`config.mk`:
```
export PLATFORM = sky130hd
export DESIGN_NAME = ctrl_sequencer
export DESIGN_NICKNAME = d
export VERILOG_FILES = /design/src/rtl/ctrl_pkg.sv /design/src/rtl/ctrl_sequencer_ret_stack.sv /design/src/rtl/ctrl_sequencer.sv
export SDC_FILE = /design/constraint.sdc
export NUM_CORES = 1
export LEC_CHECK = 0
export CAP_MARGIN = 20
export CORE_ASPECT_RATIO = 0.7
export CORE_MARGIN = 2
export CORE_UTILIZATION = 40
export CTS_CLUSTER_DIAMETER = 100
export DETAILED_ROUTE_END_ITERATION = 10
export HOLD_SLACK_MARGIN = 0.05
export PLACE_DENSITY = 0.65
export SYNTH_ARGS = -nofsm -noshare
export SYNTH_HDL_FRONTEND = slang
export SYNTH_SLANG_ARGS = --single-unit
```
`constraint.sdc`:
```
create_clock -name clk -period 4.4 [get_ports clk]
set_input_delay 0.44 -clock clk [delete_from_list [all_inputs] [get_ports clk]]
set_output_delay 0.44 -clock clk [all_outputs]
set_load 0.1 [all_outputs]
```
`src/rtl/ctrl_pkg.sv`:
```
// Shared decode constants, FSM state encoding and instruction-length helper
// for the control sequencer.
package ctrl_pkg;

   localparam logic [3:0] OP_NOP = 4'h0;  // type=1 is CAL
   localparam logic [3:0] OP_CMP = 4'h1;
   localparam logic [3:0] OP_JMP = 4'h2;
   localparam logic [3:0] OP_ADD = 4'h4;
   localparam logic [3:0] OP_SUB = 4'h5;
   localparam logic [3:0] OP_MAS = 4'h6;
   localparam logic [3:0] OP_MOV = 4'h7;
   localparam logic [3:0] OP_PLD = 4'h8;
   localparam logic [3:0] OP_PST = 4'h9;
   localparam logic [3:0] OP_SET = 4'hB;
   localparam logic [3:0] OP_LSL = 4'hC;
   localparam logic [3:0] OP_LSR = 4'hD;
   localparam logic [3:0] OP_RTN = 4'hE;
   localparam logic [3:0] OP_STP = 4'hF;

   typedef enum logic [1:0] {
      FETCH = 2'd0,
      EXEC  = 2'd1,
      HALT  = 2'd2,
      FAULT = 2'd3
   } state_t;

   // Type bit selects a second word, except STP which stays single-word.
   function automatic logic is_two_word(input logic [3:0] op, input logic typ);
      return typ && (op != OP_STP);
   endfunction

endpackage

```
`src/rtl/ctrl_sequencer_ret_stack.sv`:
```
// Return-address stack for CAL/RTN. Push and pop are mutually exclusive;
// a push when full or a pop when empty is ignored here and flagged by the caller.
module ret_stack #(
   parameter int STACK_DEPTH = 8,
   parameter int ADDR_W      = 16
) (
   input  logic                          clk,
   input  logic                          reset,
   input  logic                          push,
   input  logic                          pop,
   input  logic [ADDR_W-1:0]             din,
   output logic [ADDR_W-1:0]             dout,
   output logic [$clog2(STACK_DEPTH):0]  sp,
   output logic                          full,
   output logic                          empty
);

   localparam int IDX_W = $clog2(STACK_DEPTH);

   logic [ADDR_W-1:0] mem_q [STACK_DEPTH];
   logic [IDX_W:0]    sp_q, sp_d;
   logic [IDX_W-1:0]  top_idx;

   assign full    = (sp_q == (IDX_W+1)'(STACK_DEPTH));
   assign empty   = (sp_q == '0);
   assign top_idx = sp_q[IDX_W-1:0] - IDX_W'(1);
   assign dout    = mem_q[top_idx];
   assign sp      = sp_q;

   // Occupancy update; overflow/underflow requests leave the pointer alone.
   always_comb begin
      sp_d = sp_q;
      if (push && !full) begin
         sp_d = sp_q + (IDX_W+1)'(1);
      end else if (pop && !empty) begin
         sp_d = sp_q - (IDX_W+1)'(1);
      end
   end

   // Stack pointer register.
   always_ff @(posedge clk) begin
      if (reset) begin
         sp_q <= '0;
      end else begin
         sp_q <= sp_d;
      end
   end

   // Entry storage; a push coinciding with reset is dropped.
   always_ff @(posedge clk) begin
      if (!reset && push && !full) begin
         mem_q[sp_q[IDX_W-1:0]] <= din;
      end
   end

endmodule

```
`src/rtl/ctrl_sequencer.sv`:
```
// Registered instruction sequencer: owns the PC, runs each instruction as a
// FETCH/EXEC pair, decodes write strobes and resolves JMP/CMP/CAL/RTN/STP.
//
//   state | meaning
//   FETCH | instruction memory addressed by pc / pc+1, no strobes
//   EXEC  | instr/imm valid, strobes asserted, pc updated
//   HALT  | pc held after STP, leaves when run=1
//   FAULT | return-stack over/underflow, only reset leaves
module ctrl_sequencer #(
   parameter int DATA_W      = 16,
   parameter int ADDR_W      = 16,
   parameter int STACK_DEPTH = 8,
   parameter int RESET_PC    = 0
) (
   input  logic                          clk,
   input  logic                          reset,
   input  logic                          run,
   input  logic [DATA_W-1:0]             instr,
   input  logic [DATA_W-1:0]             imm,
   input  logic [DATA_W-1:0]             rddata,
   input  logic [DATA_W-1:0]             rsdata,
   input  logic                          jump,
   output logic [ADDR_W-1:0]             instr_addr1,
   output logic [ADDR_W-1:0]             instr_addr2,
   output logic [ADDR_W-1:0]             pc,
   output logic [ADDR_W-1:0]             data_addr1,
   output logic [ADDR_W-1:0]             data_addr2,
   output logic                          rd_wen,
   output logic                          rs_wen,
   output logic                          data_wen1,
   output logic                          data_wen2,
   output logic                          mux1_sel,
   output logic                          halted,
   output logic                          fault,
   output logic [$clog2(STACK_DEPTH):0]  sp
);

   import ctrl_pkg::*;

   state_t            state_q, state_d;
   logic [ADDR_W-1:0] pc_q, pc_d;
   logic [ADDR_W-1:0] data_addr1_q, data_addr1_d;
   logic [ADDR_W-1:0] data_addr2_q, data_addr2_d;

   logic [3:0]        op;
   logic              typ;
   logic [ADDR_W-1:0] pc_len;
   logic [ADDR_W-1:0] pc_ret;
   logic              st_push, st_pop, st_full, st_empty;
   logic [ADDR_W-1:0] st_top;
   logic              unused_bits;

   assign op     = instr[15:12];
   assign typ    = instr[11];
   assign pc_len = pc_q + (is_two_word(op, typ) ? ADDR_W'(2) : ADDR_W'(1));
   assign pc_ret = pc_q + ADDR_W'(2);

   // Only the opcode, type and low operand bits drive decode.
   assign unused_bits = ^{instr[10:4], imm, rddata, rsdata};

   ret_stack #(
      .STACK_DEPTH (STACK_DEPTH),
      .ADDR_W      (ADDR_W)
   ) u_ret_stack (
      .clk   (clk),
      .reset (reset),
      .push  (st_push),
      .pop   (st_pop),
      .din   (pc_ret),
      .dout  (st_top),
      .sp    (sp),
      .full  (st_full),
      .empty (st_empty)
   );

   // Next-state, next-pc and EXEC strobe decode.
   always_comb begin
      state_d      = state_q;
      pc_d         = pc_q;
      data_addr1_d = data_addr1_q;
      data_addr2_d = data_addr2_q;
      rd_wen       = 1'b0;
      rs_wen       = 1'b0;
      data_wen1    = 1'b0;
      data_wen2    = 1'b0;
      mux1_sel     = 1'b0;
      st_push      = 1'b0;
      st_pop       = 1'b0;
      case (state_q)
         FETCH: state_d = EXEC;
         EXEC: begin
            state_d = FETCH;
            pc_d    = pc_len;
            case (op)
               OP_NOP: begin
                  if (typ) begin
                     if (st_full) begin
                        state_d = FAULT;
                        pc_d    = pc_q;
                     end else begin
                        st_push = 1'b1;
                        pc_d    = imm[ADDR_W-1:0];
                     end
                  end
               end
               OP_CMP: begin
                  if (jump) pc_d = pc_len + ADDR_W'(instr[1:0]);
               end
               OP_JMP: pc_d = typ ? imm[ADDR_W-1:0] : rddata[ADDR_W-1:0];
               OP_ADD, OP_SUB, OP_MAS, OP_MOV: rd_wen = 1'b1;
               OP_PLD: begin
                  if (!typ) begin
                     rd_wen = instr[3];
                     rs_wen = instr[2];
                  end
               end
               OP_PST: begin
                  if (!typ) begin
                     data_wen1 = instr[3];
                     data_wen2 = instr[2];
                     mux1_sel  = 1'b1;
                  end
               end
               OP_SET: begin
                  data_addr1_d = rddata[ADDR_W-1:0];
                  data_addr2_d = rsdata[ADDR_W-1:0];
               end
               OP_LSL, OP_LSR: begin
                  if (!typ) rd_wen = 1'b1;
               end
               OP_RTN: begin
                  if (!typ) begin
                     if (st_empty) begin
                        state_d = FAULT;
                        pc_d    = pc_q;
                     end else begin
                        st_pop = 1'b1;
                        pc_d   = st_top;
                     end
                  end
               end
               OP_STP: begin
                  if (typ) state_d = HALT;
               end
               default: ;
            endcase
         end
         HALT:  if (run) state_d = FETCH;
         FAULT: state_d = FAULT;
         default: state_d = FETCH;
      endcase
   end

   // State, pc and data-address registers.
   always_ff @(posedge clk) begin
      if (reset) begin
         state_q      <= FETCH;
         pc_q         <= ADDR_W'(RESET_PC);
         data_addr1_q <= '0;
         data_addr2_q <= '0;
      end else begin
         state_q      <= state_d;
         pc_q         <= pc_d;
         data_addr1_q <= data_addr1_d;
         data_addr2_q <= data_addr2_d;
      end
   end

   assign pc          = pc_q;
   assign instr_addr1 = pc_q;
   assign instr_addr2 = pc_q + ADDR_W'(1);
   assign data_addr1  = data_addr1_q;
   assign data_addr2  = data_addr2_q;
   assign halted      = (state_q == HALT) || (state_q == FAULT);
   assign fault       = (state_q == FAULT);

endmodule

```
### Yosys cells after proc, flatten, opt, wreduce, memory -nomap -nowiden

Memories as Yosys holds them, arrays and structs flattened.
Cells that the tools add are included.

* muxes and demuxes: 41
* equality and inequality tests: 21
* add/subtract/negate cells: 7
* reduce and logical (&&, ||, !) cells: 17

Operator list (number)
* $mux 16: 6
* $pmux 16 s4: 1
* $add 16x2->16: 2
* $eq 4x4->1 const B: 8
* $mux 1: 22
* $add 16x1->16 const B: 1
* $add 16x2->16 const B: 1
* $eq 4x3->1 const B: 4
* $mux 2: 7
* $logic_not 4->1: 2
* $mux 4: 2
* $pmux 2 s4: 1
* $ne 3x3->1 const B: 2
* $pmux 2 s3: 1
* $logic_and 1x1->1: 5
* $add 4x1->4 const B: 1
* $eq 2x2->1 const B: 2
* $eq 4x1->1 const B: 1
* $eq 4x2->1 const B: 1
* $ne 4x4->1 const B: 1
* $reduce_or 4->1: 1
* $sub 4x1->4 const B: 1
* $logic_not 1->1: 3
* $pmux 1 s3: 1
* other kinds (9): 9

* word-level logic and storage cells: 92
* bits in writable memories: 128
* flip-flop bits (word level): 54
* memories kept: 1

Memory list
* u_ret_stack.mem_q: words 8, bits a word 16, read ports 1, clocked after Yosys merged registers in 0, wr ports 1, line ctrl_sequencer_ret_stack.sv:20 `logic [ADDR_W-1:0] mem_q [STACK_DEPTH];`

### Longest topological paths before layout

Gate-level depths: netlist (run 1).

* depth in word-level cells: 9
* depth in mapped cells: 14
* depth with buffers taken out: 12

### Cells and area by module

A second synthesis (run 1) with hierarchy kept.

* cell total of the unflattened synthesis: 797
* area, all modules: 9349.0 µm²

By module, submodules not included
* ret_stack: times used 1, seq. area each 3923.8 µm², cells each 235, area each 5206.2 µm²
* ctrl_sequencer: times used 1, seq. area each 1001.0 µm², cells each 562, area each 4142.7 µm²

### Worst setup path after synthesis (run 1)

No wires, ideal clock.

* kind: input-to-output
* start: in instr[15]
* end: out data_wen1
* cell stages on the path: 4
* data required time: 3960 ps
* path slack: -1161 ps
* data arrival time: 5121 ps
* cells stage by stage: clkbuf_1 > or3b_2 > nor4_1 > and2_1

* cells in the longest elaborated chain, start to end: 3

Ends and longest elaborated chain
* start: declaration: line ctrl_sequencer.sv:18 `input logic [DATA_W-1:0] instr,`
* $eq 4x4->1: line ctrl_sequencer.sv:94 `case (op)`
* $mux 1: line ctrl_sequencer.sv:94
* $mux 1: line ctrl_sequencer.sv:89 `case (state_q)`
* end: declaration: line ctrl_sequencer.sv:30 `output logic data_wen1,`

Every way passes these cells.

### Final worst setup path (run 1)

* start: reg pc_q[1] (netlist: instr_addr1[1])
* end: out instr_addr2[15]

* cells in the longest elaborated chain, start to end: 1

Ends and longest elaborated chain
* start: declaration: line ctrl_sequencer.sv:41 `logic [ADDR_W-1:0] pc_q, pc_d;`
* start signal: assignment: line ctrl_sequencer.sv:158 `pc_q <= ADDR_W'(RESET_PC);`
* start signal: assignment: line ctrl_sequencer.sv:163 `pc_q <= pc_d;`
* $add 16x1->16: line ctrl_sequencer.sv:171 `assign instr_addr2 = pc_q + ADDR_W'(1);`
* end: declaration: line ctrl_sequencer.sv:24 `output logic [ADDR_W-1:0] instr_addr2,`

Every way passes these cells.

==> impl_metrics.py, run 1 <==
metrics = {
    "outcome": {
        "outcome": "complete, no violations",
    },
    "synthesis": {
        "syn_area_mm2": 0.009061,
        "synth_compound_area_frac": 0.09776,
        "synth.net_count": 875,
        "synthMostInstantiatedCell": "nand2_1",
        "synth_cell_type_count": 65,
        "synth_seq_cells": 182,
        "syn_inst": 795,
        "synthAdderAreaFrac": 0.01906,
        "synth_common_cells": "130 x nand2_1, 128 x edfxtp_1, 64 x a21oi_1",
        "synthMuxAreaShare": 0.09307,
        "async_flop_share": 0,
        "synth-edff-count": 128,
        "ys_seq_area_frac": 0.5435,
        "yosysWarnings": 0,
        "synth_top_family_by_area": "simple AND/OR/NAND/NOR gates",
        "synth_xor_area_frac": 0.05289,
        "avgSynthCellArea_um2": 11.40,
        "yosysTopAreaCell": "edfxtp_1",
        "synth_top_area_frac": 0.4242,
        "synth_ff_type": "edfxtp_1",
        "synthSimpleGateAreaFrac": 0.1477,
        "synth_area_leaders": "edfxtp_1 42%, dfxtp_1 12%, mux4_2 7.7%, nand2_1 5.4%, a21oi_1 3.5%",
    },
    "cts": {
        "cts.sinks": 182,
        "cts_post_setup_buffers_inserted": 0,
        "cts_tree": "yes",
        "htreeDepth": 4,
        "worstSkewPairLatency_ns": 0.46,
        "cts.path.max_buffers": 2,
        "numCtsBuffers": 17,
        "ctsResizeCount": 0,
        "clk_pin_slew_ns": 0.07,
        "cts_hold_buf": 0,
        "cts_root_buf": "clkbuf_16",
    },
    "worst_setup_path": {
        "arrival_ns": 3.27,
        "critical_path_class": "reg -> out",
        "required_ns": 3.96,
        "worst_path_max_delay_cell": "dfxtp_1",
        "startpoint": "instr_addr1[1]",
        "cp_cell_sequence": "ha_1 > nand3_1 > nor2_1 > nand2_1 > nor2_1 > xor2_1 > buf_4",
        "path_buf_inv": 1,
        "endpoint_kind": "output port",
        "start_kind": "flip-flop",
        "cp_max_fo": 13,
        "slowest_delay_ns": 0.83,
        "cp_common_cell": "nor2_1",
        "timing.rr.start": "instr_addr1[1]",
        "cp_top_family": "simple AND/OR/NAND/NOR gates",
    },
    "sta": {
        "slew_viol_final": 0,
        "max_freq_mhz": 269.8,
        "slew-limit-headroom": 0.2987,
        "holdWs_ns": 0.4542,
        "finalCritPeriodShare": 0.8424,
        "period_needed_ns": 3.707,
        "skew_ns": 0.01929,
        "tns_ns": 0,
        "hold_viol": 0,
        "rsz0062_at_grt": "false",
        "worst-slew-pin-transition_ns": 1.049,
        "finalSetupViolations": 0,
    },
    "die": {
        "die_width_um": 183.9,
        "row_count": 46,
        "ios": 159,
        "start_util": 0.4037,
        "core_mm2": 0.02245,
        "die-area_mm2": 0.02389,
        "die_y_um": 129.9,
    },
    "pwr": {
        "peakVddDrop_uv": 270.0,
        "power.density_mw_per_mm2": 364.5,
        "leakage_uw": 0.003870,
        "intPower_uw": 2916,
        "p_clk_frac": 0.377,
        "p_seq_frac": 0.458,
        "switching_share": 0.2972,
        "p_switching_uw": 1233,
        "pwr-share-comb": 0.165,
    },
    "layout": {
        "drive_gt1_frac": 0.1496,
        "n_antenna_cell": 0,
        "area_growth_pct": 25.61,
        "final_cell_area_mm2": 0.01138,
        "instances_no_fill": 1224,
        "fin_nets": 1003,
    },
    "min_path": {
        "hold_path.startpoint": "data_addr2[13]",
        "hp-class": "reg -> reg",
    },
    "run": {
        "maxCapViolCount": 0,
    },
    "global_route": {
        "grt_max_degree": 38,
        "grt_pass1_vias": 6371,
        "grt_pass1_wl_um": 37730,
        "antenna_found_initial": 0,
        "grt_use_total": 0.2147,
        "grt.overflow.total": 0,
    },
    "drt": {
        "drt_iter0_drc": 802,
        "viasPerCell": 5.587,
        "postRouteAntennaNets": 0,
        "finalWirelength_um": 25490,
        "drcViolationCount": 0,
        "dr.pass1.iters": 6,
        "route.vias.total": 6838,
        "routedWlPerCell_um": 20.82,
    },
    "placed_design": {
        "dpl.hpwl_um": 17440,
        "gp_congestion": 0.8715,
        "port_buffers": 151,
        "dpl.cell_count": 1192,
        "placed_cell_area_mm2": 0.01079,
    },
}
==> stage by stage <==
step	total power [uW]	utilization	worst slack, ns
CTS	4163	0.5071	0.6836
detailed placement	2618	0.4806	0.3664
global route	4277	0.5071	0.5039
finish	4149	0.5071	0.6933
floorplan	2420	-	-0.2298
global placement	2613	0.4806	0.4230
==> metal layers <==
metal,part of all wire,track usage,wire [um]
met1,0.46,0.3253,11790
met2,0.44,0.3054,11330
met3,0.084,0.06001,2146
met4,0.0086,0.04753,218
met5,0,0,0
==> logic make-up (layout without fill, tap and decap cells) <==
logic type,after synthesis,after routing
simple gates,274,274
xor+xnor,53,53
fa+ha+maj,12,12
buf+inv,84,225
compound gates,145,145
mux,45,45
flops,182,182
==> placed cells by master (no fill, tap or decap), types with 3 or more instances in the layout <==
cell	n
a211oi_1	5
a21o_1	5
a21oi_1	64
a221oi_1	9
a22oi_1	3
a311oi_1	4
a31oi_1	6
and2_1	7
and3_1	16
buf_4	47
clkbuf_16	17
clkdlybuf4s50_1	134
dfxtp_1	53
edfxtp_1	128
fa_1	3
ha_1	9
inv_1	11
inv_6	3
inv_8	4
mux2i_1	13
mux4_2	31
nand2_1	130
nand3_1	18
nand4_1	9
nand4b_1	3
nor2_1	37
nor2b_1	3
nor3_1	15
nor3_2	4
nor4_4	3
o211ai_1	4
o21ai_0	25
o22ai_1	5
or2_2	6
or3_1	3
xnor2_1	35
xor2_1	16
==> layout make-up <==
cell class                      count  area [um2]
Fill cell                        1967       11060
Clock inverter                     13       161.4
Sequential cell                   182        4926
Timing Repair Buffer              182        1699
Tap cell                          288       360.3
Clock buffer                       19       432.9
Inverter                           11       41.29
Multi-Input combinational cell    529        3761
==> sequential cells by signal (all words and copies together) (netlist names) <==
signal,cells
data_addr2,16
u_ret_stack.mem_q,128
state_q,2
u_ret_stack.sp,4
data_addr1,16
instr_addr1,16
==> power groups by stage <==
stage / combinational [uW] / clock [uW] / sequential, uW
final: 686 / 1560 / 1900
after global routing: 721 / 1650 / 1900
after CTS: 684 / 1580 / 1900
after detailed placement: 679 / 0 / 1940
after global placement: 675 / 0 / 1940
after floorplan: 415 / 0 / 2000
==> worst reg2reg max path: stages (launching register included) <==
cell	delay [ns]
dfxtp_1	0.83
fa_1	0.53
nand3_1	0.15
xnor2_1	0.31
nand4_1	0.30
nor4_4	0.51
nand2_2	0.10
mux2_4	0.31
a311oi_2	0.21
==> worst paths after layout <==
path	to	slack [ns]	cells after the start
worst max-delay path	instr_addr2[15]	0.69	7
worst max register to register	instr_addr1[14]	1.06	8
worst min-delay path	data_addr2[13]	0.45	2
worst min register to register	data_addr2[13]	0.45	2
(Power assumes the default switching activity.)
==> run 2: changes to the inputs <==
clock period = 3.5 ns   (was 4.4 ns; I/O delays follow)
==> run 2 against run 1 <==
Register-to-register slack worse by 0.48 ns. Critical path type is now in -> reg. Largest cell class unchanged. First-iteration DRC count is 3.7% higher. Largest power group unchanged. Via count is 1.8% higher. Clock power is 28% higher. Combinational power is 35% higher.
==> impl_metrics.py, run 2 (synthesis results as in run 1) <==
metrics = {
    "sta": {
        "worst-slew-pin-transition_ns": 1.039,
        "period_needed_ns": 3.180,
        "hold_viol": 0,
        "rsz0062_at_grt": "false",
        "finalCritPeriodShare": 0.9086,
        "max_freq_mhz": 314.5,
        "finalSetupViolations": 0,
        "fin_ws_ns": 0.3198,
        "skew_ns": 0.01046,
        "slew_viol_final": 0,
        "tns_ns": 0,
        "slew-limit-headroom": 0.3053,
    },
    "pwr": {
        "p_clk_frac": 0.376,
        "leakage_uw": 0.004128,
        "p_switching_uw": 1532,
        "power.density_mw_per_mm2": 447.1,
        "intPower_uw": 3747,
        "switching_share": 0.2902,
        "peakVddDrop_uv": 334.1,
        "pwr-share-comb": 0.175,
        "p_seq_frac": 0.449,
    },
    "worst_setup_path": {
        "endpoint_kind": "flip-flop",
        "cp_cell_sequence": "clkdlybuf4s50_1 > nand2_1 > o21ai_0 > ha_1 > fa_1 > ha_1 > a21o_1 > nand3_1 > a21o_1 > nor3_2 > buf_4 > a211oi_1 > a31oi_1 > a311oi_1",
        "cp_max_fo": 6,
        "required_ns": 3.84,
        "arrival_ns": 3.52,
        "worst_path_max_delay_cell": "clkdlybuf4s50_1",
        "start_kind": "primary input",
        "slowest_delay_ns": 0.55,
        "critical_path_class": "in -> reg",
    },
    "die": {
        "row_count": 46,
        "ios": 159,
        "die_width_um": 183.9,
        "die-area_mm2": 0.02389,
        "core_mm2": 0.02245,
        "die_y_um": 129.9,
        "start_util": 0.4037,
    },
    "cts": {
        "htreeDepth": 4,
        "cts_root_buf": "clkbuf_16",
        "numCtsBuffers": 17,
        "cts.path.max_buffers": 2,
        "cts.sinks": 182,
        "ctsResizeCount": 0,
        "cts_tree": "yes",
        "cts_hold_buf": 0,
        "clk_pin_slew_ns": 0.07,
        "cts_post_setup_buffers_inserted": 0,
        "worstSkewPairLatency_ns": 0.44,
    },
    "global_route": {
        "grt_pass1_vias": 6560,
        "grt_pass1_wl_um": 38260,
        "grt.overflow.total": 0,
        "grt_max_degree": 38,
        "antenna_found_initial": 0,
        "grt_use_total": 0.2167,
    },
    "drt": {
        "finalWirelength_um": 25470,
        "drcViolationCount": 0,
        "drt_iter0_drc": 832,
        "dr.pass1.iters": 7,
        "route.vias.total": 6959,
        "routedWlPerCell_um": 20.38,
        "viasPerCell": 5.567,
        "postRouteAntennaNets": 0,
    },
    "layout": {
        "nFillCells": 1940,
        "drive_gt1_frac": 0.2089,
        "seq_area_mm2": 0.004932,
        "fin_nets": 1029,
        "mostFrequentLayoutCell": "nand2_1",
        "area_growth_pct": 30.32,
        "multi_input_area_mm2": 0.003911,
        "largest_register_ffs": 128,
        "mostFrequentLayoutCells": "130 x nand2_1, 128 x edfxtp_1, 113 x clkdlybuf4s50_1, 85 x buf_4, 64 x a21oi_1",
        "n_antenna_cell": 0,
        "finish.utilization": 0.5261,
    },
    "placed_design": {
        "dpl.hpwl_um": 17640,
        "port_buffers": 151,
        "pre_cts_slack_ns": -0.06518,
        "gp_congestion": 0.8911,
    },
    "outcome": {
        "outcome": "complete, no violations",
    },
    "run": {
        "maxCapViolCount": 0,
    },
    "min_path": {
        "hp-class": "in -> reg",
    },
}
==> run 2: cell count changes in the layout (fill, tap and decap cells not counted), sizes merged <==
cell           delta
clkdlybuf4s50    -21
buf              +47
inv               -3
clkbuf            +3
clkinvlp          -1
clkinv            +1
==> run 2: final cells by class <==
type / instances / area share
Clock buffer: 22 / 0.04016
Clock inverter: 10 / 0.01144
Inverter: 11 / 0.003497
Multi-Input combinational cell: 529 / 0.3312
Sequential cell: 182 / 0.4177
Tap cell: 288 / 0.03052
Timing Repair Buffer: 208 / 0.1655
==> run 2: critical path, delay by kind of cell <==
| kind | cells | cell delay, ns |
|---|---|---|
| compound gates | 6 | 1.15 |
| simple gates | 3 | 0.27 |
| buf+inv | 2 | 0.72 |
| fa+ha+maj | 3 | 1.02 |
==> run 2: stage by stage <==
stage | total power (uW) | hold slack [ns] | cell area, um2 | instances
6_report | 5280 | 0.3926 | 11810 | 1250
3_5_place_dp | 3332 | 0.4472 | 11200 | 1218
4_1_cts | 5308 | 0.3784 | 11810 | 1250
3_3_place_gp | 3327 | 0.4407 | 11200 | 1218
2_1_floorplan | 3056 | 0.4774 | 9264 | 795
5_1_grt | 5437 | 0.4112 | 11810 | 1250
==> run 2: worst paths after layout <==
check             cells after the start  slack, ns         startpoint                 to
hold reg to reg                       2       0.45     data_addr1[10]     data_addr1[10]
setup / recovery                     14       0.32          instr[13]    instr_addr1[11]
setup reg to reg                      9       0.58  u_ret_stack.sp[1]    instr_addr1[13]
hold / removal                        2       0.39              reset  u_ret_stack.sp[3]
==> run 2: routing by layer <==
metal / GRT usage / share of wire
met5: 0 / 0
met2: 0.3023 / 0.43
met1: 0.3377 / 0.48
met3: 0.04019 / 0.075
met4: 0.07012 / 0.018
==> run 2: power groups by stage <==
stage                     logic, uW  registers (uW)  clock network [uW]
final                           923            2370                1990
after global routing            972            2370                2090
after CTS                       920            2370                2020
after detailed placement        915            2420                   0
after global placement          911            2420                   0
after floorplan                 535            2520                   0
==> run 3: changes to the inputs <==
GPL_ROUTABILITY_DRIVEN = 0   (was not set)
==> results of run 3 <==
Final layout, timing and power as in run 2 (identical DEF).
